## src/rtl/aer_pkg.sv

```systemverilog
// Shared definitions for the AER receive path (and a future transmitter).
package aer_pkg;

    // Default address-event width in bits.
    localparam int ADDR_W_DEF = 5;

    // Width of the accepted-event counter; wraps modulo 2**EVT_CNT_W.
    localparam int EVT_CNT_W = 8;

    // Receiver handshake FSM states.
    typedef enum logic [1:0] {
        IDLE = 2'd0,
        CAPT = 2'd1,
        ACK  = 2'd2
    } aer_state_t;

endpackage

```

## src/rtl/aer_rx_sync_2ff.sv

```systemverilog
// Two-flop synchronizer for a single asynchronous level (AER req or ack).
module sync_2ff (
    input  logic clk,
    input  logic rst,
    input  logic d,
    output logic q
);

    logic meta;

    // Shift the asynchronous level through two flops; reset clears both.
    always_ff @(posedge clk) begin
        if (rst) begin
            meta <= 1'b0;
            q    <= 1'b0;
        end else begin
            meta <= d;
            q    <= meta;
        end
    end

endmodule

```

## src/rtl/aer_rx.sv

```systemverilog
// AER 4-phase receiver: synchronizes req, captures the address once per
// handshake, emits a one-cycle one-hot synapse strobe and counts events.
//
// Handshake: the sender raises req with addr stable; this block raises ack
// (registered) once the address is captured and holds it until the
// synchronized req falls, then drops ack. en only gates acceptance of a new
// event in IDLE; a handshake already under way always completes.
module aer_rx
    import aer_pkg::*;
#(
    parameter  int ADDR_W = ADDR_W_DEF,
    localparam int N_SYN  = 2 ** ADDR_W
) (
    input  logic                 clk,
    input  logic                 rst,
    input  logic                 en,
    input  logic                 req,
    input  logic [ADDR_W-1:0]    addr,
    output logic                 ack,
    output logic [ADDR_W-1:0]    syn_addr,
    output logic [N_SYN-1:0]     syn_pulse,
    output logic [EVT_CNT_W-1:0] evt_cnt
);

    // Synchronized request; the FSM never looks at raw req.
    logic req_s;

    // FSM state is kept as a plain named register so checkers can bind to it.
    aer_state_t            state;
    aer_state_t            state_nxt;
    logic                  ack_nxt;
    logic [ADDR_W-1:0]     syn_addr_nxt;
    logic [N_SYN-1:0]      syn_pulse_nxt;
    logic [EVT_CNT_W-1:0]  evt_cnt_nxt;

    sync_2ff u_req_sync (
        .clk (clk),
        .rst (rst),
        .d   (req),
        .q   (req_s)
    );

    // Next-state and next-output logic; the strobe defaults low every cycle.
    always_comb begin
        state_nxt     = state;
        ack_nxt       = ack;
        syn_addr_nxt  = syn_addr;
        syn_pulse_nxt = '0;
        evt_cnt_nxt   = evt_cnt;
        case (state)
            IDLE: begin
                ack_nxt = 1'b0;
                if (en && req_s) begin
                    state_nxt     = CAPT;
                    syn_addr_nxt  = addr;
                    syn_pulse_nxt = {{(N_SYN-1){1'b0}}, 1'b1} << addr;
                end
            end
            CAPT: begin
                state_nxt   = ACK;
                ack_nxt     = 1'b1;
                evt_cnt_nxt = evt_cnt + 1'b1;
            end
            ACK: begin
                ack_nxt = 1'b1;
                if (!req_s) begin
                    state_nxt = IDLE;
                    ack_nxt   = 1'b0;
                end
            end
            default: begin
                state_nxt = IDLE;
                ack_nxt   = 1'b0;
            end
        endcase
    end

    // Register state and all outputs; reset wins over every other input.
    always_ff @(posedge clk) begin
        if (rst) begin
            state     <= IDLE;
            ack       <= 1'b0;
            syn_addr  <= '0;
            syn_pulse <= '0;
            evt_cnt   <= '0;
        end else begin
            state     <= state_nxt;
            ack       <= ack_nxt;
            syn_addr  <= syn_addr_nxt;
            syn_pulse <= syn_pulse_nxt;
            evt_cnt   <= evt_cnt_nxt;
        end
    end

endmodule

```

## config.mk

```make
export PLATFORM = sky130hd
export DESIGN_NAME = aer_rx
export DESIGN_NICKNAME = d
export VERILOG_FILES = /design/src/rtl/aer_pkg.sv /design/src/rtl/aer_rx_sync_2ff.sv /design/src/rtl/aer_rx.sv
export SDC_FILE = /design/constraint.sdc
export NUM_CORES = 1
export LEC_CHECK = 0
export BUFFER_PORTS_ARGS = -buffer_cell sky130_fd_sc_hd__buf_4
export CAP_MARGIN = 20
export CORE_UTILIZATION = 48
export CTS_CLUSTER_DIAMETER = 100
export CTS_CLUSTER_SIZE = 10
export DETAILED_ROUTE_END_ITERATION = 8
export PLACE_DENSITY = 0.77
export SLEW_MARGIN = 0
export SYNTH_ARGS = -nofsm -noshare
export SYNTH_HDL_FRONTEND = slang
export SYNTH_HIERARCHICAL = 1
export SYNTH_SLANG_ARGS = --single-unit
```

## constraint.sdc

```tcl
create_clock -name clk -period 2.2 [get_ports clk]
set_input_delay 0.33 -clock clk [delete_from_list [all_inputs] [get_ports clk]]
set_output_delay 0.33 -clock clk [all_outputs]
set_load 0.1 [all_outputs]
```

==> qor.yml <==
status: "finished clean"
fillCellCount: 281
cp_top_family: "simple AND/OR/NAND/NOR gates"
power_leakage_nw: 0.926
cts_tree: "yes"
initial_core_util_pct: 52.0
synth.avg_cell_area_um2: 10.2
portBuffers: 54
netlist_area_um2: 1640
clock_path_buffers: 2
cts_root_buffer: "clkbuf_4"
drt-total-wl_um: 3330
swShare_pct: 25.1
path_class: "reg2reg"
post-synth-top-area-fraction_pct: 61.0
path_clk_slew_ps: 140
yosys.cell_types.count: 30
cpPeakStageDelay_ps: 530
clk_latency_ps: 360
cts_buffers: 5
worst_slew_pin_slew_ps: 350
synth-seq-cells: 50
dp_cells: 251
htree_levels: 2
clock_sinks: 50
whs_ps: 184
p_comb_share_pct: 6.5
finClkSkew_ps: 11.0
die_area_um2: 3660
cp-start-kind: "flop"
maxSlewViolCount: 0
critPathRequiredTime_ps: 2500
die_x_um: 60.5
stdcell_count: 259
fin_crit_sh_pct: 77.1
io_pins: 55
ant_nets: 0
path_buf_inv: 1
post_cts_buffers: 0
finalSetupViolations: 0
vias_per_cell: 4.97
grt_util_all_layers_pct: 19.1
pwr-share-clk_pct: 29.4
wl_per_cell_um: 12.8
arrival_ps: 1990
grt_pass1_vias: 1105
power.ir.vdd_worst_mv: 0.394
setup-tns-final_ps: 0
synth_area_leaders: "dfxtp_1 (61%), nor2_1 (7.1%), mux2i_1 (3.7%), ha_1 (3.1%), nor3_1 (2.7%)"
synth_fp_nets: 174
post_cts_resized: 0
drive_gt1_share_pct: 29.8
yosys.area.top_type: "dfxtp_1"
yosysSeqAreaShare_pct: 61.0
vias: 1288
drtPass1Iterations: 4
hold_buffers: 0
place.detailed.hpwl_um: 2510
grt_max_degree: 18
path_cells: "inv_1, ha_1, and4b_1, or4b_4, nor3_2"
fin_crit_ps: 1700
drc: 0
hold_violations: 0
slowest_stage: "or4b_4"
net-switching-power_mw: 0.359
max_slew_margin_pct: 76.6
multi_input_area_um2: 593
overflow: 0
placed_area_um2: 2070
timing.fmax_mhz: 589
power.density_nw_per_um2: 671
core_area_um2: 3150
fin_area_um2: 2130
yosys_warnings: 6
synth_cells: 161
rsz0062_at_grt: "no"
area_growth_pct: 29.7
seqPwrFrac_pct: 64.1
hp-class: "in2reg"
antenna_found_initial: 0
endpoint_kind: "flop"
cp_max_fo: 9
drv_cap: 0
p_int_mw: 1.07
gp_congestion: 0.765
seqCellArea_um2: 1000
postLayoutCoreUtil_pct: 67.5
antenna_cells: 0
drt_iter0_markers: 21
num-nets-final: 227
grt_pass1_wl_um: 5010
fp.dieH_um: 60.5
rows: 20
-- stage by stage --
stage,power [mW],setup slack [ps]
2_1_floorplan,1.00,250
3_3_place_gp,1.03,591
3_5_place_dp,1.03,528
4_1_cts,1.44,490
5_1_grt,1.49,335
6_report,1.43,503
-- registers in the layout, summed over array words and instances (netlist names) --
name	cells
syn_pulse	32
syn_addr	5
evt_cnt	8
u_req_sync/meta	1
ack	1
u_req_sync/q	1
state	2
-- worst paths after layout --
check                                   from                    endpoint  slack [ps]  cells past startpoint
setup reg to reg       state[0]$_SDFFE_PP0P_     syn_pulse[0]$_SDFF_PP0_         500                      5
hold reg to reg   u_req_sync/meta$_SDFF_PP0_     u_req_sync/q$_SDFF_PP0_         470                      1
setup / recovery       state[0]$_SDFFE_PP0P_     syn_pulse[0]$_SDFF_PP0_         500                      5
hold / removal                           req  u_req_sync/meta$_SDFF_PP0_         180                      2
-- power by group through the flow --
stage	clock network, mW	logic, mW	registers, mW
after floorplan	0	0.0400	0.961
after global placement	0	0.0904	0.935
after detailed placement	0	0.0931	0.936
after CTS	0.429	0.0931	0.916
after global routing	0.471	0.0998	0.918
final	0.420	0.0929	0.916
-- metal layers --
layer / vias to the layer above / share of wire (%) / GRT usage (%)
li1: 647 / - / -
met1: 594 / 42 / 22.2
met2: 40 / 51 / 32.3
met3: 7 / 5.1 / 4.05
met4: 0 / 1.7 / 11.7
met5: - / 0 / 0
-- synthesized netlist by cell type --
master and number:
nand2_1 7, buf_2 1, ha_1 4, a32o_1 1, nand3_1 4, nand2b_1 5, nor3_1 9, dfxtp_1 50
or4b_4 1, nand4b_1 2, and4b_1 1, and2_1 1, a21oi_1 5, xnor2_1 1, a22oi_1 1, or3_1 3
buf_4 1, o22ai_1 1, xor2_1 3, nand4_1 4, nor3b_1 1, nor2_1 31, nor3_2 1, mux2i_1 6
nor4_1 1, nor2b_1 2, or3b_1 2, inv_1 3, o21ai_0 3, clkbuf_1 6
-- cell type report --
type / instances / share of cell area (%)
multi-input combinational: 100 / 27.9
tap: 44 / 2.59
clock inverter: 3 / 1.18
sequential: 50 / 47.0
timing repair buffer: 54 / 19.0
clock buffer: 5 / 1.76
inverter: 3 / 0.529
-- logic make-up (layout without fill, tap and decap cells) --
kind of cell,count (synthesis),after routing,synth area share (%)
fa+ha+maj,4,4,3.05
mux,6,6,3.66
buf+inv,11,65,2.82
compound gates,11,11,3.89
xor+xnor,4,4,2.14
flops,50,50,61.0
simple gates,75,75,23.4
-- cells in the final DEF (no fill, tap or decap) --
| cell type | count |
|---|---|
| a21oi_1 | 5 |
| a22oi_1 | 1 |
| a32o_1 | 1 |
| and2_1 | 1 |
| and4b_1 | 1 |
| buf_4 | 54 |
| clkbuf_4 | 5 |
| clkinv_4 | 1 |
| clkinvlp_4 | 1 |
| dfxtp_1 | 50 |
| ha_1 | 4 |
| inv_1 | 3 |
| inv_6 | 1 |
| mux2i_1 | 6 |
| nand2_1 | 7 |
| nand2b_1 | 5 |
| nand3_1 | 4 |
| nand4_1 | 4 |
| nand4b_1 | 2 |
| nor2_1 | 31 |
| nor2b_1 | 2 |
| nor3_1 | 9 |
| nor3_2 | 1 |
| nor3b_1 | 1 |
| nor4_1 | 1 |
| o21ai_0 | 3 |
| o22ai_1 | 1 |
| or3_1 | 3 |
| or3b_1 | 2 |
| or4b_4 | 1 |
| xnor2_1 | 1 |
| xor2_1 | 3 |
(Power assumes the default switching activity.)
